## src/rtl/hilo_muldiv.sv

```systemverilog
// hilo_muldiv: HI/LO register file with multu capture, mthi/mtlo and an
// iterative restoring divider. The divider is built only when the macro
// HILO_MULDIV_DIV_EN is defined; otherwise op 4/5 are no-ops and busy/dz are 0.
module hilo_muldiv (
    input  logic        clk,
    input  logic        rst,
    input  logic        en,
    input  logic [2:0]  op,
    input  logic [31:0] alu_lo,
    input  logic [31:0] alu_hi,
    input  logic [31:0] a,
    input  logic [31:0] b,
    output logic [31:0] hi,
    output logic [31:0] lo,
    output logic        busy,
    output logic        dz
);

    localparam int unsigned W  = 32;
    localparam int unsigned CW = 5;

    localparam logic [2:0] OP_MULT_WR = 3'd1;
    localparam logic [2:0] OP_MTHI    = 3'd2;
    localparam logic [2:0] OP_MTLO    = 3'd3;
    localparam logic [2:0] OP_DIV     = 3'd4;
    localparam logic [2:0] OP_DIVU    = 3'd5;

    logic [W-1:0] hi_nxt;
    logic [W-1:0] lo_nxt;

`ifdef HILO_MULDIV_DIV_EN

    localparam logic [1:0] S_IDLE = 2'd0;
    localparam logic [1:0] S_RUN  = 2'd1;
    localparam logic [1:0] S_FIX  = 2'd2;

    logic [1:0]    state,  state_nxt;
    logic [CW-1:0] cnt,    cnt_nxt;
    logic [W:0]    prem,   prem_nxt;   // 33-bit partial remainder
    logic [W-1:0]  qd,     qd_nxt;     // dividend bits out, quotient bits in
    logic [W-1:0]  dvs,    dvs_nxt;    // divisor magnitude
    logic          qsign,  qsign_nxt;
    logic          rsign,  rsign_nxt;
    logic          zflag,  zflag_nxt;
    logic          busy_nxt;
    logic          dz_nxt;

    logic          accept;
    logic          is_div;
    logic [W:0]    pr_sh;
    logic [W:0]    diff;
    logic [W-1:0]  q_fix;
    logic [W-1:0]  r_fix;

    // Command accept qualifier and one restoring-division step
    always_comb begin
        accept = en && !busy && (op >= OP_MULT_WR) && (op <= OP_DIVU);
        is_div = (op == OP_DIV);
        pr_sh  = {prem[W-1:0], qd[W-1]};
        diff   = pr_sh - {1'b0, dvs};
        q_fix  = qsign ? W'(-qd) : qd;
        r_fix  = rsign ? W'(-prem[W-1:0]) : prem[W-1:0];
    end

    // Next-state and next-output logic
    always_comb begin
        state_nxt = state;
        cnt_nxt   = cnt;
        prem_nxt  = prem;
        qd_nxt    = qd;
        dvs_nxt   = dvs;
        qsign_nxt = qsign;
        rsign_nxt = rsign;
        zflag_nxt = zflag;
        busy_nxt  = busy;
        dz_nxt    = 1'b0;
        hi_nxt    = hi;
        lo_nxt    = lo;

        case (state)
            S_IDLE: begin
                if (accept) begin
                    case (op)
                        OP_MULT_WR: begin
                            hi_nxt = alu_hi;
                            lo_nxt = alu_lo;
                        end
                        OP_MTHI: hi_nxt = a;
                        OP_MTLO: lo_nxt = a;
                        default: begin
                            // DIV or DIVU
                            qd_nxt    = (is_div && a[W-1]) ? W'(-a) : a;
                            dvs_nxt   = (is_div && b[W-1]) ? W'(-b) : b;
                            qsign_nxt = is_div && (a[W-1] ^ b[W-1]);
                            rsign_nxt = is_div && a[W-1];
                            zflag_nxt = (b == '0);
                            prem_nxt  = '0;
                            cnt_nxt   = '0;
                            busy_nxt  = 1'b1;
                            state_nxt = S_RUN;
                        end
                    endcase
                end
            end
            S_RUN: begin
                if (!diff[W]) begin
                    prem_nxt = diff;
                    qd_nxt   = {qd[W-2:0], 1'b1};
                end else begin
                    prem_nxt = pr_sh;
                    qd_nxt   = {qd[W-2:0], 1'b0};
                end
                cnt_nxt = cnt + CW'(1);
                if (cnt == CW'(W - 1)) begin
                    state_nxt = S_FIX;
                end
            end
            S_FIX: begin
                lo_nxt    = zflag ? '1 : q_fix;
                hi_nxt    = r_fix;
                dz_nxt    = zflag;
                busy_nxt  = 1'b0;
                state_nxt = S_IDLE;
            end
            default: begin
                busy_nxt  = 1'b0;
                state_nxt = S_IDLE;
            end
        endcase
    end

    // State and output registers; reset aborts any division in flight
    always_ff @(posedge clk or posedge rst) begin
        if (rst) begin
            state <= S_IDLE;
            cnt   <= '0;
            prem  <= '0;
            qd    <= '0;
            dvs   <= '0;
            qsign <= 1'b0;
            rsign <= 1'b0;
            zflag <= 1'b0;
            busy  <= 1'b0;
            dz    <= 1'b0;
            hi    <= '0;
            lo    <= '0;
        end else begin
            state <= state_nxt;
            cnt   <= cnt_nxt;
            prem  <= prem_nxt;
            qd    <= qd_nxt;
            dvs   <= dvs_nxt;
            qsign <= qsign_nxt;
            rsign <= rsign_nxt;
            zflag <= zflag_nxt;
            busy  <= busy_nxt;
            dz    <= dz_nxt;
            hi    <= hi_nxt;
            lo    <= lo_nxt;
        end
    end

`else

    logic unused_b;

    // Divisor operand has no consumer without the divider
    assign unused_b = ^b;
    assign busy     = 1'b0;
    assign dz       = 1'b0;

    // HI/LO writes from multu capture and mthi/mtlo
    always_comb begin
        hi_nxt = hi;
        lo_nxt = lo;
        if (en) begin
            case (op)
                OP_MULT_WR: begin
                    hi_nxt = alu_hi;
                    lo_nxt = alu_lo;
                end
                OP_MTHI: hi_nxt = a;
                OP_MTLO: lo_nxt = a;
                default: begin
                    hi_nxt = hi;
                    lo_nxt = lo;
                end
            endcase
        end
    end

    // HI/LO registers
    always_ff @(posedge clk or posedge rst) begin
        if (rst) begin
            hi <= '0;
            lo <= '0;
        end else begin
            hi <= hi_nxt;
            lo <= lo_nxt;
        end
    end

`endif

endmodule

```

## config.mk

```make
export PLATFORM = sky130hd
export DESIGN_NAME = hilo_muldiv
export DESIGN_NICKNAME = d
export VERILOG_FILES = /design/src/rtl/hilo_muldiv.sv
export SDC_FILE = /design/constraint.sdc
export NUM_CORES = 1
export LEC_CHECK = 0
export CAP_MARGIN = 20
export CORE_MARGIN = 2
export CORE_UTILIZATION = 33
export DETAILED_ROUTE_END_ITERATION = 8
export PLACE_DENSITY = 0.77
export SYNTH_ARGS = -nofsm -noshare
export SYNTH_HDL_FRONTEND = slang
export SYNTH_SLANG_ARGS = --single-unit
```

## constraint.sdc

```tcl
create_clock -name clk -period 1.8 [get_ports clk]
set_input_delay 0.36 -clock clk [delete_from_list [all_inputs] [get_ports clk]]
set_output_delay 0.36 -clock clk [all_outputs]
set_load 0.01 [all_outputs]
```

Word-level counts from Yosys, hierarchy flattened
Cells that the tools add are included.
{"block": "op_classes", "eq_ne": 3, "muxes": 2, "reduce_logical": 4}
{"op": "one-hot mux 32 bit (2 select lines)", "n": 2}
{"op": "== test 3 x 2 -> 1 bit (second input constant)", "n": 2}
{"op": "AND reduction 2 bit", "n": 2}
{"op": "nonzero test 2 bit", "n": 2}
{"op": "== test 3 x 1 -> 1 bit (second input constant)", "n": 1}
{"block": "totals", "reg_bits": 64, "out_inout_bits": 66}

Logic depth before layout (Yosys ltp)
{"block": "logic_depth", "ltp_word": 3, "mapped_depth": 5, "mapped_depth_nobuf": 3}

Least setup slack after synthesis
OpenSTA, ideal clock, no wires.
{"block": "synth_path", "path_type": "input to register", "startpoint": "input op[2]", "endpoint": "register hi[0]", "t_arrival_ns": 1.466, "t_required_ns": 1.675, "path_slack_ns": 0.210, "stages": 4, "path_buffers": 1, "path_cell_list": "nor3b_2 buf_2 mux2_2 mux2_2"}
{"block": "synth_between", "elab_chain_cells": 3, "word_cells_on_any_way": 5, "cone_classes": "eq/ne (2); mux (1); reduce/logical (2)"}
{"item": "start, declared", "line_no": "8", "text": "input logic [2:0] op,"}
{"item": "== test 3 x 1 -> 1 bit or == test 3 x 2 -> 1 bit (tied branches)", "line_no": "177", "text": "case (op)"}
{"item": "nonzero test 2 bit (no source line)"}
{"item": "AND reduction 2 bit (no source line)"}
{"item": "end signal, assigned", "line_no": "198", "text": "hi <= hi_nxt;"}
{"item": "end, declared", "line_no": "13", "text": "output logic [31:0] hi,"}
Several ways; a longest one is shown, not always the timed one.
A chain may end at the register's enable or synchronous reset.

Worst setup path in the final report
{"block": "layout_path", "startpoint": "input op[0]", "endpoint": "register hi[21]"}
Same word-level chain as after synthesis.

==> flow_metrics.py <==
metrics = {
    "run_status": {
        "outcome": "complete, but fails checks",
        "violations": "setup timing",
    },
    "floorplanning": {
        "die-width_um": 101,
        "pin_count": 200,
        "floorplan.die_area_um2": 10100,
        "die_y_um": 101,
        "core_um2": 9150,
        "floorplan.initialDensity_pct": 33.7,
        "num_rows": 35,
    },
    "worst_setup_path": {
        "rr_worst_depth": 1,
        "timing.critical_path.from_type": "input pin",
        "critPathTopFamily": "buffers and inverters",
        "worstReg2RegEnd": "hi[21]",
        "crit_path_largest_cell_delay_ns": 0.46,
        "launching_point_of_the_worst_reg2reg_path": "hi[21]",
        "critical_path_cell_count": 6,
        "setup.worst_path.class": "in2reg",
        "endpoint_kind": "flop",
        "crit_path_start": "op[0]",
        "r2r_slack_ns": 1.04,
        "timing.critical_path.arrival_ns": 2.01,
        "crit_slowest_cell": "sky130_fd_sc_hd__clkdlybuf4s50_1",
        "path_max_fanout": 16,
        "cp_data_required_time_ns": 2.00,
        "critical_path.cell_chain": "clkdlybuf4s50_1, nor3b_4, buf_4, buf_12, mux2_2, mux2_2",
        "path_buf_inv": 3,
        "critPathCapture": "hi[21]",
        "critPathMostFrequentCell": "sky130_fd_sc_hd__mux2_2",
    },
    "timing": {
        "maxSlewViolCount": 0,
        "final.setup_skew_ns": 0,
        "fin_ws_ns": -0.00487,
        "clock.fmax_mhz": 554,
        "timing_hold_violations_final": 0,
        "final-setup-viol-count": 1,
        "layout_worst_path_cycle_share_pct": 100,
        "final.min_clock_period_ns": 1.80,
    },
    "placed_design": {
        "buffer_ports.inserted": 165,
        "hpwlAfterDp_mm": 6.15,
        "dpl.cell_count": 518,
        "finalWeightedCongestion": 0.722,
        "dpl-instance-area_um2": 4930,
    },
    "global_route": {
        "grt_use_total_pct": 16.6,
        "number_of_global_route_vias_before_repair": 2657,
        "grt.overflow.total": 0,
        "grt_antenna_before_repair": 0,
        "grt_start_max_net_pins": 65,
        "grt_pass1_wl_mm": 12.9,
    },
    "synthesis": {
        "post_synth_num_cell_types": 14,
        "synth_top_cell_area_share_pct": 52.0,
        "mappedNetlistArea_um2": 3080,
        "postSynthRegisterBits": 64,
        "post_synth_inst_count": 249,
        "synthTopCellsByArea": "sky130_fd_sc_hd__dfrtp_1 52%, sky130_fd_sc_hd__mux2_2 23%, sky130_fd_sc_hd__mux2i_1 10%",
        "syn_area_per_cell_um2": 12.4,
        "yosysTopAreaCell": "sky130_fd_sc_hd__dfrtp_1",
        "synthesis.yosys.warnings": 0,
        "seq_area_frac_synth_pct": 52.0,
    },
    "detailed_routing": {
        "routed-via-count": 2510,
        "detail_route.first_pass.iterations": 4,
        "dr_drc_count": 0,
        "routed_wire_length_per_instance_um": 16.2,
        "routed_wl_mm": 8.67,
        "drt_iter0_markers": 25,
        "drt.antenna.violating_nets": 0,
        "via_per_inst": 4.68,
    },
    "pwr": {
        "vdd_drop_max_v": 0.000428,
        "static-leakage-power_uw": 0.00224,
        "comb_power_share_pct": 35.0,
        "p_sw_uw": 1240,
        "p_seq_share_pct": 42.5,
        "sw_frac_of_total_pct": 27.7,
        "internal-power_uw": 3230,
        "clock_power_share_pct": 22.5,
        "power_per_cell_area_nw_per_um2": 871,
    },
    "cts": {
        "h-tree-depth": 3,
        "cts_tree": "done",
        "cts.reportedPaths.clkPinSlew_ns": 0.06,
        "clock_tree.buffer_depth": 2,
        "insertion_delay_ns": 0.32,
        "postCtsSetupBuffers": 0,
        "numCtsBuffers": 9,
        "cts_hold_buf": 0,
        "num_clock_sinks": 64,
        "ctsResizeCount": 0,
        "root_buffer": "sky130_fd_sc_hd__clkbuf_8",
    },
    "flow_run": {
        "maxCapViolCount": 0,
    },
    "final_layout": {
        "mostFrequentLayoutCells": "165 x sky130_fd_sc_hd__clkdlybuf4s50_1, 64 x sky130_fd_sc_hd__mux2_2, 64 x sky130_fd_sc_hd__dfrtp_1",
        "diodes": 0,
        "areaGrowthSynthToFinish_pct": 66.4,
        "final_cells": 536,
        "final_layout_size_suffix_gt1_share_pct": 22.1,
        "final.fill_count": 794,
        "postLayoutCoreUtil_pct": 56.0,
        "final_stage_net_count": 555,
        "finalInstanceArea_um2": 5130,
        "layout.cells.most_common": "sky130_fd_sc_hd__clkdlybuf4s50_1",
    },
    "min_path": {
        "hp-class": "in2async",
    },
}
[state kept, by name (all words and copies together), names as in the netlist]
name	count
lo	32
hi	32
[synthesized netlist by cell type]
cell type                  instances
sky130_fd_sc_hd__mux2_2           64
sky130_fd_sc_hd__inv_1             1
sky130_fd_sc_hd__clkbuf_1          6
sky130_fd_sc_hd__mux2i_1          32
sky130_fd_sc_hd__o21ai_0          32
sky130_fd_sc_hd__dfrtp_1          64
sky130_fd_sc_hd__nand2b_1          1
sky130_fd_sc_hd__nand2_1          32
sky130_fd_sc_hd__xnor2_1           1
sky130_fd_sc_hd__buf_4             8
sky130_fd_sc_hd__conb_1            1
sky130_fd_sc_hd__nor3b_2           2
sky130_fd_sc_hd__buf_2             4
sky130_fd_sc_hd__nand3b_1          1
[power groups by stage]
stage,Combinational [uW],Sequential [uW],Clock [uW]
4_1_cts,1580,1900,1050
2_1_floorplan,426,2070,0
5_1_grt,1680,1940,1120
3_3_place_gp,1550,1910,0
3_5_place_dp,1570,1930,0
6_report,1560,1900,1010
[worst min path at each step]
stage / startpoint / end / depth (start not counted)
2_1_floorplan: rst / hi[0] / 1
3_3_place_gp: lo[12] / lo[12] / 2
3_5_place_dp: lo[19] / lo[19] / 2
4_1_cts: rst / lo[2] / 3
5_1_grt: rst / lo[1] / 3
6_report: rst / lo[0] / 3
[per-layer routing]
| layer | GRT usage (%) | share of wire, % | vias to the layer above |
|---|---|---|---|
| met5 | 0 | 0 | - |
| met1 | 18.2 | 40 | 1196 |
| met3 | 6.31 | 6.9 | 7 |
| met2 | 29.5 | 52 | 92 |
| met4 | 5.48 | 1.1 | 0 |
| li1 | - | - | 1215 |
[area by class of cell]
type                            count  area (um^2)  share of cell area, %
Timing Repair Buffer              178         1830                   35.8
Clock buffer                       11          131                   2.56
Multi-Input combinational cell    167         1390                   27.1
Tap cell                          111          139                   2.71
Inverter                            1         7.51                  0.146
Clock inverter                      4         22.5                  0.439
Sequential cell                    64         1600                   31.2
[kinds of logic after synthesis]
group           after synthesis  synth area share (%)
compound gates               32                  5.20
xor+xnor                      1                 0.284
buf+inv                      19                  3.45
flops                        64                  52.0
mux                          96                  33.8
other cells                   1                 0.122
simple gates                 36                  5.16
[stage by stage]
| step | total power [uW] | worst slack (ns) | hold WS, ns | setup TNS, ns |
|---|---|---|---|---|
| floorplan | 2490 | 0.210 | 0.491 | 0 |
| global placement | 3460 | -0.302 | 0.461 | -10.45 |
| detailed placement | 3500 | -0.319 | 0.469 | -11.56 |
| CTS | 4530 | 0.0324 | 0.484 | 0 |
| global route | 4740 | -0.0142 | 0.487 | -0.0148 |
| finish | 4470 | -0.00487 | 0.476 | -0.00487 |
Note: power is estimated with default switching activity, not from simulation.
